==> config.mk <==
export PLATFORM = sky130hd
export DESIGN_NAME = vram_write_queue_flat
export DESIGN_NICKNAME = d
export VERILOG_FILES = /design/src/rtl/vram_write_queue_pkg.sv /design/src/rtl/vram_write_queue_if.sv /design/src/rtl/vram_write_queue_fifo.sv /design/src/rtl/vram_write_queue.sv /design/src/flat_wrapper.sv
export SDC_FILE = /design/constraint.sdc
export NUM_CORES = 1
export LEC_CHECK = 0
export ABC_AREA = 0
export BUFFER_PORTS_ARGS = -buffer_cell sky130_fd_sc_hd__buf_2
export CORE_MARGIN = 4
export CORE_UTILIZATION = 51
export CTS_BUF_LIST = sky130_fd_sc_hd__clkbuf_2
export CTS_CLUSTER_DIAMETER = 60
export DETAILED_ROUTE_END_ITERATION = 10
export HOLD_SLACK_MARGIN = 0.06
export PLACE_DENSITY = 0.7
export SETUP_SLACK_MARGIN = 0.1
export SYNTH_ARGS = -nofsm -noshare
export SYNTH_HDL_FRONTEND = slang
export SYNTH_SLANG_ARGS = --single-unit
==> constraint.sdc <==
create_clock -name clk100 -period 4.1 [get_ports clk100]
set_input_delay 0.82 -clock clk100 [delete_from_list [all_inputs] [get_ports clk100]]
set_output_delay 0.82 -clock clk100 [all_outputs]
set_load 0.005 [all_outputs]
==> src/rtl/vram_write_queue_pkg.sv <==
// Shared widths, entry layout and FSM encoding for the VRAM write queue.
// Also provides the lane priority encoder used by the splitter.
package vram_write_queue_pkg;

  localparam int VRAM_ADDR_W      = 17;
  localparam int VRAM_DATA_W      = 8;
  localparam int VRAM_WORD_ADDR_W = 15;
  localparam int VRAM_WQ_ENTRY_W  = 25;

  typedef enum logic {
    WQ_IDLE  = 1'b0,
    WQ_SPLIT = 1'b1
  } wq_state_e;

  typedef struct packed {
    logic [VRAM_ADDR_W-1:0] addr;
    logic [VRAM_DATA_W-1:0] data;
  } wq_entry_t;

  // Lowest set byte lane wins; returns 0 for an all-zero mask.
  function automatic logic [1:0] lowest_lane(input logic [3:0] be);
    logic [1:0] lane;
    lane = 2'd0;
    for (int i = 3; i >= 0; i--) begin
      if (be[i]) lane = 2'(i);
    end
    return lane;
  endfunction

endpackage

==> src/rtl/vram_write_queue_if.sv <==
// CPU write port and arbiter read port of the VRAM write queue.
// slave = the queue itself, master = whatever drives the CPU side and drains the FIFO.
interface vram_write_queue_if #(
  parameter int DEPTH_LOG2 = 5
);
  logic                  cpu_start;
  logic [14:0]           cpu_addr;
  logic [31:0]           cpu_data;
  logic [3:0]            cpu_be;
  logic                  cpu_busy;
  logic                  cpu_done;
  logic                  fifo_rd_en;
  logic [16:0]           fifo_rd_addr;
  logic [7:0]            fifo_rd_data;
  logic                  fifo_empty;
  logic [DEPTH_LOG2:0]   fifo_level;

  modport slave (
    input  cpu_start, cpu_addr, cpu_data, cpu_be, fifo_rd_en,
    output cpu_busy, cpu_done, fifo_rd_addr, fifo_rd_data, fifo_empty, fifo_level
  );

  modport master (
    output cpu_start, cpu_addr, cpu_data, cpu_be, fifo_rd_en,
    input  cpu_busy, cpu_done, fifo_rd_addr, fifo_rd_data, fifo_empty, fifo_level
  );
endinterface

==> src/rtl/vram_write_queue_fifo.sv <==
// Generic single-clock show-ahead FIFO with level/full/empty derived from wrapping pointers.
// Head is presented combinationally and forced to zero while empty.
module sync_fifo_fwft #(
  parameter int WIDTH      = 8,
  parameter int DEPTH_LOG2 = 5
) (
  input  logic                  clk_i,
  input  logic                  rst_i,
  input  logic                  wr_en_i,
  input  logic [WIDTH-1:0]      wr_data_i,
  input  logic                  rd_en_i,
  output logic [WIDTH-1:0]      rd_data_o,
  output logic                  empty_o,
  output logic                  full_o,
  output logic [DEPTH_LOG2:0]   level_o
);

  localparam int DEPTH = 1 << DEPTH_LOG2;

  logic [WIDTH-1:0]    mem_q [DEPTH];
  logic [DEPTH_LOG2:0] wr_ptr_q, wr_ptr_d;
  logic [DEPTH_LOG2:0] rd_ptr_q, rd_ptr_d;
  logic                rd_accept;
  logic                wr_accept;

  assign level_o = wr_ptr_q - rd_ptr_q;
  assign empty_o = (wr_ptr_q == rd_ptr_q);
  assign full_o  = (level_o == (DEPTH_LOG2+1)'(DEPTH));

  // A write while full is only safe when the head leaves on the same edge.
  assign rd_accept = rd_en_i && !empty_o;
  assign wr_accept = wr_en_i && (!full_o || rd_accept);

  always_comb begin
    wr_ptr_d = wr_ptr_q;
    rd_ptr_d = rd_ptr_q;
    if (wr_accept) wr_ptr_d = wr_ptr_q + 1'b1;
    if (rd_accept) rd_ptr_d = rd_ptr_q + 1'b1;
  end

  always_ff @(posedge clk_i) begin
    if (rst_i) begin
      wr_ptr_q <= '0;
      rd_ptr_q <= '0;
    end else begin
      wr_ptr_q <= wr_ptr_d;
      rd_ptr_q <= rd_ptr_d;
    end
  end

  always_ff @(posedge clk_i) begin
    if (wr_accept) mem_q[wr_ptr_q[DEPTH_LOG2-1:0]] <= wr_data_i;
  end

  assign rd_data_o = empty_o ? '0 : mem_q[rd_ptr_q[DEPTH_LOG2-1:0]];

endmodule

==> src/rtl/vram_write_queue.sv <==
// Splits CPU word writes into byte entries and queues them for the SRAM arbiter.
//   state     | meaning
//   WQ_IDLE   | waiting for cpu_start; be==0 requests complete immediately
//   WQ_SPLIT  | pushing one enabled lane per edge, stalling while the FIFO is full
module vram_write_queue
  import vram_write_queue_pkg::*;
#(
  parameter int DEPTH_LOG2 = 5
) (
  input  logic               clk100,
  input  logic               reset,
  vram_write_queue_if.slave  bus
);

  wq_state_e             state_q, state_d;
  logic [14:0]           addr_q, addr_d;
  logic [31:0]           data_q, data_d;
  logic [3:0]            be_q, be_d;
  logic                  done_q, done_d;

  logic [1:0]            lane;
  logic [3:0]            be_rest;
  logic                  push;
  logic                  full;
  wq_entry_t             push_entry;
  wq_entry_t             head;

  assign lane    = lowest_lane(be_q);
  assign be_rest = be_q & ~(4'b0001 << lane);

  assign push_entry.addr = {addr_q, lane};
  assign push_entry.data = data_q[{lane, 3'b000} +: 8];

  always_comb begin
    state_d = state_q;
    addr_d  = addr_q;
    data_d  = data_q;
    be_d    = be_q;
    done_d  = 1'b0;
    push    = 1'b0;
    case (state_q)
      WQ_IDLE: begin
        if (bus.cpu_start) begin
          if (bus.cpu_be != 4'b0000) begin
            addr_d  = bus.cpu_addr;
            data_d  = bus.cpu_data;
            be_d    = bus.cpu_be;
            state_d = WQ_SPLIT;
          end else begin
            done_d = 1'b1;
          end
        end
      end
      WQ_SPLIT: begin
        if (!full) begin
          push = 1'b1;
          be_d = be_rest;
          if (be_rest == 4'b0000) begin
            done_d  = 1'b1;
            state_d = WQ_IDLE;
          end
        end
      end
      default: state_d = WQ_IDLE;
    endcase
  end

  always_ff @(posedge clk100) begin
    if (reset) begin
      state_q <= WQ_IDLE;
      addr_q  <= '0;
      data_q  <= '0;
      be_q    <= '0;
      done_q  <= 1'b0;
    end else begin
      state_q <= state_d;
      addr_q  <= addr_d;
      data_q  <= data_d;
      be_q    <= be_d;
      done_q  <= done_d;
    end
  end

  sync_fifo_fwft #(
    .WIDTH      (VRAM_WQ_ENTRY_W),
    .DEPTH_LOG2 (DEPTH_LOG2)
  ) u_fifo (
    .clk_i     (clk100),
    .rst_i     (reset),
    .wr_en_i   (push),
    .wr_data_i (push_entry),
    .rd_en_i   (bus.fifo_rd_en),
    .rd_data_o (head),
    .empty_o   (bus.fifo_empty),
    .full_o    (full),
    .level_o   (bus.fifo_level)
  );

  assign bus.cpu_busy     = (state_q == WQ_SPLIT);
  assign bus.cpu_done     = done_q;
  assign bus.fifo_rd_addr = head.addr;
  assign bus.fifo_rd_data = head.data;

endmodule

==> src/flat_wrapper.sv <==
// flat-port wrapper written by rule: the top's interface ports become plain ports
module vram_write_queue_flat import vram_write_queue_pkg::*;
#(
  parameter int DEPTH_LOG2 = 5
)
  (clk100, reset, bus_cpu_start, bus_cpu_addr, bus_cpu_data, bus_cpu_be, bus_fifo_rd_en, bus_cpu_busy, bus_cpu_done, bus_fifo_rd_addr, bus_fifo_rd_data, bus_fifo_empty, bus_fifo_level);
  vram_write_queue_if #(.DEPTH_LOG2(DEPTH_LOG2)) bus_i ();
  input  logic clk100;
  input  logic reset;
  input wire logic [$bits(bus_i.cpu_start)-1:0] bus_cpu_start;
  input wire logic [$bits(bus_i.cpu_addr)-1:0] bus_cpu_addr;
  input wire logic [$bits(bus_i.cpu_data)-1:0] bus_cpu_data;
  input wire logic [$bits(bus_i.cpu_be)-1:0] bus_cpu_be;
  input wire logic [$bits(bus_i.fifo_rd_en)-1:0] bus_fifo_rd_en;
  output wire logic [$bits(bus_i.cpu_busy)-1:0] bus_cpu_busy;
  output wire logic [$bits(bus_i.cpu_done)-1:0] bus_cpu_done;
  output wire logic [$bits(bus_i.fifo_rd_addr)-1:0] bus_fifo_rd_addr;
  output wire logic [$bits(bus_i.fifo_rd_data)-1:0] bus_fifo_rd_data;
  output wire logic [$bits(bus_i.fifo_empty)-1:0] bus_fifo_empty;
  output wire logic [$bits(bus_i.fifo_level)-1:0] bus_fifo_level;
  assign bus_i.cpu_start = bus_cpu_start;
  assign bus_i.cpu_addr = bus_cpu_addr;
  assign bus_i.cpu_data = bus_cpu_data;
  assign bus_i.cpu_be = bus_cpu_be;
  assign bus_i.fifo_rd_en = bus_fifo_rd_en;
  assign bus_cpu_busy = bus_i.cpu_busy;
  assign bus_cpu_done = bus_i.cpu_done;
  assign bus_fifo_rd_addr = bus_i.fifo_rd_addr;
  assign bus_fifo_rd_data = bus_i.fifo_rd_data;
  assign bus_fifo_empty = bus_i.fifo_empty;
  assign bus_fifo_level = bus_i.fifo_level;
  vram_write_queue #(.DEPTH_LOG2(DEPTH_LOG2)) u_core (.clk100(clk100), .reset(reset), .bus(bus_i));
endmodule
Yosys cells after proc, flatten, opt, wreduce, memory -nomap -nowiden
Memory sizes are Yosys's and may differ from the RTL's. A register that Yosys moved wholly into a read port is not among the register bits.
Index checks and enable logic that the tools add are counted.
{ "classes": {"n_addsub": 3, "n_mux": 25, "n_eq_ne": 5, "shifts": 2, "reduce_logical": 9, "bitwise": 3} }
{ "op_table": {"columns": ["operator", "count"], "rows": [
  ["variable part select 32 x 6 -> 8 bit", 1],
  ["two-way mux 25 bit", 1],
  ["adder 6 x 1 -> 6 bit (second input constant)", 2],
  ["two-way mux 1 bit", 12],
  ["two-way mux 4 bit", 3],
  ["two-way mux 5 bit", 2],
  ["two-way mux 2 bit", 4],
  ["one-hot mux 4 bit (2 select lines)", 1],
  ["equality test 6 bit", 1],
  ["equality test 6 bit (second input constant)", 1],
  ["AND reduction 3 bit", 2],
  ["subtractor 6 bit", 1],
  ["bitwise AND 4 bit", 1],
  ["zero test 4 bit", 1],
  ["!= test 2 bit (second input constant)", 2],
  ["NOT 4 bit", 1],
  ["one-hot mux 1 bit (2 select lines)", 2],
  ["nonzero test 4 bit", 1],
  ["left shift 1 x 2 -> 4 bit (first input constant)", 1],
  ["logical AND 1 bit", 2],
  ["zero test 1 bit", 2],
  ["!= test 2 x 1 -> 1 bit (second input constant)", 1],
  ["logical OR 1 bit", 1],
  ["NOT 1 bit", 1]
]} }
{ "word_totals": {"ramBits": 800, "inputBits": 55, "out_inout_bits": 34, "regBits": 65, "word_cells": 55, "n_memories": 1} }
{ "memory_table": {"columns": ["name", "depth", "width", "rd", "rd_ports_with_merged_regs", "wr", "line", "text"], "rows": [
  ["u_core.u_fifo.mem_q", 32, 25, 1, 1, 1, "vram_write_queue_fifo.sv:20", "logic [WIDTH-1:0] mem_q [DEPTH];"]
]} }

Longest topological paths before layout
Gate-level depths: netlist of the first run.
{ "depth": {"word_depth": 11, "mapped_depth": 11} }

Cells and area by module
Synthesis of the first run repeated with hierarchy kept, for this count alone.
{ "hier_totals": {"hier_cells": 1627, "area_unflattened_um2": 33920.0} }
{ "modules_own_cells": {"columns": ["module", "seq_area_each_um2", "area_per_inst_um2", "n_inst", "cells_per_inst"], "rows": [
  ["sync_fifo_fwft", 24363.4, 31501.5, 1, 1314],
  ["vram_write_queue", 1061.0, 2418.6, 1, 313]
]} }

Worst setup path before layout of the first run
OpenSTA, ideal clock, no wires.
{ "synth_timing": {"path_kind": "register to register", "startpoint": "reg u_core.be_q[2]", "endpoint": "mem u_core.u_fifo.mem_q[0][0] (netlist bit) (data pin)", "stages_incl_launch_ff": 4, "required_ps": 3548, "setup_slack_ps": 153, "arrival_time_ps": 3395, "n_path_buf": 0, "synth_period_minus_slack_ps": 3947, "path_cell_list": "dfxtp_1 > inv_1 > a211oi_1 > o21ai_0"} }
{ "synth_rtl": {"columns": ["item", "line", "text"], "rows": [
  ["start, declared", "vram_write_queue.sv:18", "logic [3:0] be_q, be_d;"],
  ["start signal, assigned", "vram_write_queue.sv:73", "be_q <= '0;"],
  ["start signal, assigned", "vram_write_queue.sv:79", "be_q <= be_d;"],
  ["end, declared", "vram_write_queue_fifo.sv:20", null]
]} }

==> results of run 1 <==
## final timing paths
| kind | start | end | slack [ns] | depth (start not counted) |
|---|---|---|---|---|
| min | bus_cpu_data[5] | u_core.data_q[5] | 0.26 | 4 |
| max | flop | bus_fifo_rd_data[6] | -0.51 | 8 |
| min reg2reg | u_core.data_q[0] | u_core.data_q[0] | 0.46 | 2 |
| max reg2reg | u_core.u_fifo.wr_ptr_q[0] | u_core.be_q[0] | 0.59 | 13 |
## routing by layer
layer	part of all wire	track usage	vias up	routed length [um]
met5	0	0	-	0
met4	0.022	0.08038	0	1774
met3	0.091	0.06497	141	7286
met2	0.50	0.3728	932	39980
met1	0.39	0.3070	9302	31080
li1	-	-	7624	-
## power by group
group	internal (W)	switching (W)	total (W)
Combinational	0.00155	0.00139	0.00294
Sequential	0.00988	0.000151	0.0100
Clock	0.00221	0.00338	0.00559
## cells in the mapped netlist
cell | n | area (um^2)
a21oi_2 | 2 | 17.52
o21ai_0 | 12 | 60.06
buf_1 | 9 | 33.78
nand2_1 | 105 | 394.1
a211oi_1 | 3 | 22.52
xnor2_1 | 5 | 43.79
fa_1 | 1 | 20.02
buf_2 | 22 | 110.1
nor3_1 | 3 | 15.01
clkbuf_1 | 57 | 214.0
mux2_1 | 5 | 56.30
a311oi_1 | 1 | 8.760
and3b_1 | 2 | 17.52
nand3_1 | 3 | 15.01
a21o_1 | 2 | 15.01
a21oi_1 | 54 | 270.3
nor2_1 | 20 | 75.07
a31oi_1 | 2 | 12.51
dfxtp_1 | 70 | 1401
maj3_1 | 1 | 10.01
mux4_2 | 250 | 5630
mux2i_1 | 9 | 90.09
inv_1 | 62 | 232.7
nand2b_1 | 3 | 18.77
o21ai_1 | 1 | 5.000
o311ai_2 | 1 | 16.27
xor2_1 | 4 | 35.03
a22oi_1 | 11 | 82.58
nor2b_1 | 7 | 43.79
o21a_1 | 1 | 7.510
nor4_4 | 1 | 21.27
and3_1 | 26 | 162.7
nand4_1 | 6 | 37.54
a31o_1 | 1 | 8.760
edfxtp_1 | 800 | 24020
or4_1 | 2 | 15.01
nor3b_1 | 4 | 30.03
ha_1 | 10 | 125.1
o22ai_1 | 25 | 156.4
or3_1 | 2 | 12.51
a21boi_2 | 1 | 11.26
and2_1 | 10 | 62.56
buf_6 | 1 | 11.26
## timing repair
action                                 in CTS  in global routing
endpoints found under the hold margin      69                  0
resized for setup                          84                 29
gates cloned                                6                  5
hold buffers                              100                  0
setup buffers                              30                  4
setup endpoints to repair                  30                 27
pin swaps                                   7                  2
## metrics by stage
step	setup TNS (ns)	worst slack, ns	util
after floorplan	0	0.1527	-
after detailed placement	0	0.6007	0.5523
after global routing	-14.84	-0.6351	0.6132
after CTS	-14.46	-0.6440	0.6096
final	-10.53	-0.5087	0.6133
after global placement	0	0.7219	0.5523
## worst max-delay path, stage by stage (launching register included)
cell and delay [ns]:
dfxtp_4 0.42, buf_12 0.12, buf_16 0.14, buf_4 0.16, mux4_2 0.52, mux4_2 0.48
inv_1 0.10, o22ai_1 0.20, buf_2 0.21
## registers in the layout (all words and copies together) (netlist names), named ones only
signal,flops
u_core.u_fifo.rd_ptr_q,6
u_core.data_q,32
u_core.u_fifo.mem_q,800
u_core.bus.cpu_done,1
u_core.bus.cpu_busy,1
u_core.u_fifo.wr_ptr_q,6
u_core.addr_q,15
u_core.be_q,4
## layout make-up
type	instances	area (um^2)	area share
Inverter	62	242.7	0.006096
Multi-Input combinational cell	596	7891	0.1982
Timing Repair Buffer	305	3217	0.08079
Clock buffer	294	1471	0.03695
Antenna cell	7	17.52	0.0004399
Clock inverter	77	449.2	0.01128
Tap cell	855	1070	0.02687
Sequential cell	870	25460	0.6394
## cells by family (layout without fill, tap and decap cells)
logic type                 after synthesis  count (layout)
buffers and inverters                  151             738
muxes                                  264             264
adders and majority gates               12              12
and+or+nand+nor                        194             194
other                                    0               7
DFF                                    870             870
xor gates and xnor gates                 9               9
AOI/OAI and AO/OA                      117             117
==> impl_metrics.json, run 1 <==
{
  "status": "finished, violations left",
  "violations": "setup timing",
  "clk_path_buf_depth": 3,
  "dieArea_um2": 70160,
  "synth_compound_area_frac": 0.02064,
  "hp-class": "in2reg",
  "power_w": 0.01856,
  "grt_pass1_wl_mm": 118.8,
  "maxSlewHeadroom": 0.1168,
  "drc_errors": 0,
  "ys_seq_area_frac": 0.7555,
  "worstPathArrival_ns": 3.79,
  "synth-simple-area-share": 0.02736,
  "cts_tree": "built",
  "cts.sinks": 870,
  "critPathKind": "reg2out",
  "grt_usage": 0.2309,
  "power-per-cell-area_nw_per_um2": 466.2,
  "clk_pin_slew_ns": 0.11,
  "wire_per_inst_um": 26.13,
  "layout_commonest_cell": "edfxtp_1",
  "dpl_cell_area_um2": 35860,
  "tightest_slew_ns": 1.321,
  "layout_setup_ws_ns": -0.5087,
  "synth_mux_area_frac": 0.1717,
  "cp_max_fo": 7,
  "fin_crit_sh": 1.124,
  "via_count": 18000,
  "synth_warnings": 0,
  "yosysUniqueCellTypes": 43,
  "setup_violations": 25,
  "io_pins": 89,
  "mostFrequentLayoutCells": "edfxtp_1 (800), clkbuf_2 (294), mux4_2 (250)",
  "dr.pass1.iters": 6,
  "antenna_found_initial": 4,
  "rows": 93,
  "numCtsBuffers": 201,
  "fill_cells": 4527,
  "syn-cell-area_um2": 33650,
  "synthXorXnorAreaFrac": 0.002342,
  "wl_mm": 80.12,
  "synth_top_family_by_area": "multiplexers",
  "drt_iter0_markers": 1842,
  "critPathLaunchType": "flop",
  "grt_pass1_vias": 19170,
  "fin_area_um2": 39820,
  "finalCriticalPeriod_ns": 4.609,
  "cap_violations": 0,
  "rsz0062_at_grt": "yes",
  "fp.dieW_um": 264.9,
  "htree_levels": 4,
  "synth_nets": 1683,
  "grt_overflow": 0,
  "p_leak_nw": 13.49,
  "ys_ff_latch": 870,
  "syn_inst": 1617,
  "core_um2": 64930,
  "cp.required_ns": 3.28,
  "cts_root_buf": "clkbuf_2",
  "peakVddDrop_uv": 321.7,
  "syn_avg_cell_area_um2": 20.81,
  "fin_worst_skew_ns": 0.1031,
  "max_freq_ghz": 0.2170,
  "initial_utilization": 0.5183,
  "dpl.cell_count": 2544,
  "drive_gt1_frac": 0.3911,
  "gp_congestion": 0.8252,
  "grt_start_max_net_pins": 78,
  "port_buffers": 88,
  "dp_hpwl_mm": 41.17,
  "hold_slack_ns": 0.2562,
  "yosys.area_share.adder": 0.004610,
  "final_cells": 3066,
  "die_h_um": 264.9,
  "slew_viol_final": 0,
  "viasPerCell": 5.871,
  "fin_nets": 2102,
  "cp-end-kind": "output pin",
  "areaGrowthSynthToFinish_pct": 18.33,
  "finalHoldViolations": 0,
  "postRouteAntennaNets": 0,
  "insertion_delay_ns": 1.45
}
No activity file was read; power rests on OpenSTA's default activity.
==> inputs of run 2 (changes only) <==
--- a/config.mk
+++ b/config.mk
@@ -14,6 +14,7 @@
 export DETAILED_ROUTE_END_ITERATION = 10
 export HOLD_SLACK_MARGIN = 0.06
 export PLACE_DENSITY = 0.7
+export REMOVE_ABC_BUFFERS = 1
 export SETUP_SLACK_MARGIN = 0.1
 export SYNTH_ARGS = -nofsm -noshare
 export SYNTH_HDL_FRONTEND = slang
==> constraint.sdc (replaced) <==
create_clock -name clk100 -period 4.2 [get_ports clk100]
set_input_delay 0.84 -clock clk100 [delete_from_list [all_inputs] [get_ports clk100]]
set_output_delay 0.84 -clock clk100 [all_outputs]
set_load 0.005 [all_outputs]
==> run 2 against run 1 <==
  * The run still ends with setup timing left
  * Count of clock-buffer cells in the layout up 7
  * Global-route usage is 0.29 points lower
  * Via count down 1.3%
  * Critical path type unchanged
  * Critical endpoint is now bus_fifo_rd_addr[5]
  * Largest power group unchanged
==> impl_metrics.json, run 2 (synthesis results as in run 1) <==
{
  "status": "finished, violations left",
  "violations": "setup timing",
  "cts.sinks": 870,
  "drt_iter0_markers": 1770,
  "critical-path-max-stage-delay_ns": 0.55,
  "numCtsBuffers": 203,
  "mostFrequentLayoutCells": "edfxtp_1 (800), clkbuf_2 (301), mux4_2 (250)",
  "fill_cells": 4581,
  "grt_pass1_wl_mm": 118.1,
  "antenna_found_initial": 1,
  "largest_reg_flops": 800,
  "insertion_delay_ns": 1.36,
  "power-per-cell-area_nw_per_um2": 459.1,
  "cts_tree": "built",
  "port_buffers": 88,
  "crit_path_frequent_cell": "mux4_2",
  "tightest_slew_ns": 1.365,
  "viasPerCell": 5.872,
  "crit_chain": "buf_12, buf_6, clkbuf_16, mux4_2, mux4_2, inv_1, o22ai_4, buf_2",
  "clk_path_buf_depth": 3,
  "maxSlewHeadroom": 0.08968,
  "dp_hpwl_mm": 44.68,
  "critical_path_buf_inv_count": 5,
  "grt_overflow": 0,
  "fp.dieW_um": 264.9,
  "wire_per_inst_um": 26.30,
  "cp-end-kind": "output pin",
  "via_count": 17760,
  "holdPathStages": 4,
  "die_h_um": 264.9,
  "r2r_cells": 11,
  "initial_utilization": 0.5183,
  "layout_setup_ws_ns": -0.2834,
  "finalSetupTns_ns": -5.220,
  "layout_commonest_cell": "edfxtp_1",
  "dr.pass1.iters": 5,
  "clk_pin_slew_ns": 0.11,
  "areaGrowthSynthToFinish_pct": 17.89,
  "fin_crit_sh": 1.067,
  "hp-class": "in2reg",
  "htree_levels": 4,
  "dieArea_um2": 70160,
  "cts_root_buf": "clkbuf_2",
  "rsz0062_at_grt": "yes",
  "slew_viol_final": 0,
  "grt_pass1_vias": 18530,
  "worstPathArrival_ns": 3.64,
  "critPathLaunchType": "flop",
  "drive_gt1_frac": 0.4170,
  "cp_max_fo": 5,
  "finalCriticalPeriod_ns": 4.483,
  "crit_family": "multiplexers",
  "postRouteAntennaNets": 0,
  "max_freq_ghz": 0.2230,
  "cp.required_ns": 3.36,
  "io_pins": 89,
  "wl_mm": 79.52,
  "rows": 93,
  "critPathKind": "reg2out",
  "power_w": 0.01821,
  "fin_worst_skew_ns": 0.08686,
  "fin_nets": 2083,
  "core_um2": 64930,
  "cap_violations": 0,
  "p_leak_nw": 13.38,
  "grt_usage": 0.2280,
  "cp_slowest_cell": "mux4_2",
  "finalHoldViolations": 0,
  "grt_start_max_net_pins": 53,
  "critical_path_depth": 8,
  "setup_violations": 25,
  "peakVddDrop_uv": 288.3,
  "drc_errors": 0,
  "gp_congestion": 0.7878
}
==> run 2: tightest hold or removal path, stage by stage <==
cell and delay (ns):
dlygate4sd3_1 0.53, buf_2 0.12, nand2_1 0.04, a21oi_1 0.06
==> run 2: repair_timing <==
action	in CTS	in global routing
setup endpoints to repair	27	27
resized for setup	96	28
cloned	15	5
setup buffers	21	8
pin swaps	7	4
endpoints found under the hold margin	69	0
hold buffers	73	0
==> run 2: routing by layer <==
layer	track usage	vias up	part of all wire	routed length [um]
met2	0.3785	806	0.52	40970
met3	0.06135	102	0.072	5692
li1	-	7570	-	-
met1	0.2974	9279	0.39	31270
met4	0.07481	0	0.020	1586
met5	0	-	0	0
==> run 2: where the power goes <==
part,internal [W],leakage (nW),switching (W),total (W)
Combinational,0.00158,4.01,0.00159,0.00317
Sequential,0.00964,7.96,0.0000795,0.00972
Clock,0.00214,1.41,0.00318,0.00532
==> run 2: stage by stage <==
stage / hold WS [ns] / cells / instance area, um^2 / util / worst slack, ns
floorplan: 0.4296 / 1528 / 33280 / - / -6.086
global placement: 0.4429 / 2545 / 35860 / 0.5523 / 0.8016
detailed placement: 0.4476 / 2545 / 35860 / 0.5523 / 0.7594
CTS: 0.07069 / 3010 / 39430 / 0.6073 / -0.4485
global route: 0.1468 / 3024 / 39670 / 0.6110 / -0.4012
finish: 0.2793 / 3024 / 39670 / 0.6110 / -0.2834
==> run 2: layout make-up <==
| cell class | count | area, um^2 | share of cell area |
|---|---|---|---|
| flip-flops and latches | 870 | 25450 | 0.6416 |
| multi-input cells | 597 | 8038 | 0.2026 |
| well taps | 855 | 1070 | 0.02697 |
| clock buffers | 301 | 1506 | 0.03797 |
| inverters | 62 | 235.2 | 0.005929 |
| clock inverters | 55 | 317.8 | 0.008011 |
| diodes | 1 | 2.502 | 0.00006308 |
| repair buffers | 283 | 3048 | 0.07683 |
==> run 2: final timing paths <==
| check | startpoint | end | slack, ns |
|---|---|---|---|
| max | flop | bus_fifo_rd_addr[5] | -0.28 |
| min | bus_cpu_data[15] | u_core.data_q[15] | 0.28 |
| max reg2reg | u_core.u_fifo.wr_ptr_q[0] | u_core.u_fifo.mem_q[23][17] | 0.77 |
| min reg2reg | u_core.data_q[19] | u_core.data_q[19] | 0.46 |
==> inputs of run 3 (changes only) <==
--- a/config.mk
+++ b/config.mk
@@ -8,12 +8,11 @@
 export ABC_AREA = 0
 export BUFFER_PORTS_ARGS = -buffer_cell sky130_fd_sc_hd__buf_2
 export CORE_MARGIN = 4
-export CORE_UTILIZATION = 51
+export CORE_UTILIZATION = 30
 export CTS_BUF_LIST = sky130_fd_sc_hd__clkbuf_2
 export CTS_CLUSTER_DIAMETER = 60
 export DETAILED_ROUTE_END_ITERATION = 10
 export HOLD_SLACK_MARGIN = 0.06
-export PLACE_DENSITY = 0.7
 export REMOVE_ABC_BUFFERS = 1
 export SETUP_SLACK_MARGIN = 0.1
 export SYNTH_ARGS = -nofsm -noshare
==> run 3 against run 2 <==
  * The run still ends with setup timing left
  * Final cell count grew 22%
  * Non-clock buffer count rose by 6
  * Cell area grew 2.4%
  * Routed wire length increased by 8.2%
  * Combinational power is 6% lower
  * Hold slack better by 0.0073 ns
  * Fmax shrank 1.3%
  * Largest power group unchanged
==> impl_metrics.json, run 3 (synthesis results as in run 1) <==
{
  "fin_worst_skew_ns": 0.08114,
  "p_leak_nw": 13.52,
  "power-per-cell-area_nw_per_um2": 451.0,
  "htree_levels": 4,
  "postRouteAntennaNets": 0,
  "hold_slack_ns": 0.2866,
  "rsz0062_at_grt": "yes",
  "layout_setup_ws_ns": -0.3426,
  "drt_iter0_markers": 1747,
  "critPathKind": "reg2out",
  "drive_gt1_frac": 0.4146,
  "areaGrowthSynthToFinish_pct": 20.69,
  "final_util": 0.3660,
  "cap_violations": 0,
  "grt_pass1_wl_mm": 125.2,
  "grt_overflow": 0,
  "fin_nets": 2095,
  "grt_usage": 0.1459,
  "maxSlewHeadroom": 0.1932,
  "layout_commonest_cell": "edfxtp_1",
  "initial_utilization": 0.3032,
  "tightest_slew_ns": 1.206,
  "die_h_um": 342.9,
  "gp_congestion": 0.7752,
  "cts.sinks": 870,
  "rows": 122,
  "insertion_delay_ns": 1.40,
  "clk_pin_slew_ns": 0.10,
  "cp.required_ns": 3.36,
  "cts_root_buf": "clkbuf_2",
  "setup_violations": 25,
  "port_buffers": 88,
  "wl_mm": 86.04,
  "fill_cells": 10300,
  "post-place-ws_ns": 0.7191,
  "core_um2": 111000,
  "numCtsBuffers": 210,
  "finalHoldViolations": 0,
  "antenna_found_initial": 4,
  "grt_start_max_net_pins": 77,
  "dieArea_um2": 117600,
  "clk_path_buf_depth": 3,
  "finalSetupTns_ns": -6.937,
  "dp_hpwl_mm": 47.68,
  "fp.dieW_um": 342.9,
  "drc_errors": 0,
  "worstPathArrival_ns": 3.70,
  "violations": "setup timing",
  "hp-class": "in2reg",
  "io_pins": 89,
  "cp-end-kind": "output pin",
  "slew_viol_final": 0,
  "fin_crit_sh": 1.082,
  "critPathLaunchType": "flop",
  "status": "finished, violations left",
  "via_count": 17900,
  "finalCriticalPeriod_ns": 4.543,
  "peakVddDrop_uv": 279.7,
  "dr.pass1.iters": 5,
  "mostFrequentLayoutCells": "edfxtp_1 (800), clkbuf_2 (316), mux4_2 (250)",
  "wire_per_inst_um": 23.32,
  "viasPerCell": 4.852,
  "grt_pass1_vias": 19020,
  "cp_max_fo": 76,
  "largest_reg_flops": 800,
  "cts_tree": "built",
  "max_freq_ghz": 0.2201
}
## run 3: final cells by class
class	count	area (um^2)	share of cell area
clock inverters	62	390.4	0.009611
repair buffers	289	3118	0.07677
multi-input cells	596	7956	0.1959
flip-flops and latches	870	25450	0.6267
well taps	1488	1862	0.04584
clock buffers	316	1582	0.03894
inverters	62	240.2	0.005915
diodes	6	15.01	0.0003697
## run 3: timing repair
action                     4_1_cts  5_1_grt
cloned                          10        3
pin swaps                        2        4
resized for setup               91       26
setup buffers                   20        5
hold buffers                    77        0
hold endpoints to repair        69        0
setup endpoints to repair       27       28
## run 3: through the flow
stage / area [um^2] / cells / power (W)
2_1_floorplan: 33280 / 1528 / 0.01174
3_3_place_gp: 36820 / 3190 / 0.01230
3_5_place_dp: 36820 / 3190 / 0.01234
4_1_cts: 40400 / 3675 / 0.01845
5_1_grt: 40620 / 3689 / 0.01923
6_report: 40620 / 3689 / 0.01832
## run 3: power by group
part	leakage [nW]	switching (W)	internal, W
sequential	7.96	0.0000816	0.00964
clock	1.49	0.00334	0.00227
combinational	4.07	0.00150	0.00149
total	13.5	0.00491	0.0134
## run 3: final timing paths
path / cells after the start / slack, ns / startpoint / endpoint
setup reg to reg: 14 / 0.84 / u_core.u_fifo.wr_ptr_q[0] / u_core.u_fifo.mem_q[13][3]
setup / recovery: 6 / -0.34 / flop / bus_fifo_rd_addr[8]
hold / removal: 4 / 0.29 / bus_cpu_data[2] / u_core.data_q[2]
hold reg to reg: 2 / 0.46 / u_core.data_q[4] / u_core.data_q[4]
## run 3: routing by layer
layer  GRT usage  share of wire
met4     0.03879          0.016
met1      0.1982           0.42
met2      0.2326           0.48
met5           0        0.00015
met3     0.03998          0.077
## run 3: worst max-delay path, cell delays in order, from the launching register on
cell	delay, ns
dfxtp_4	0.45
buf_16	0.33
mux4_2	0.45
mux4_2	0.47
inv_1	0.12
o22ai_1	0.18
buf_2	0.19
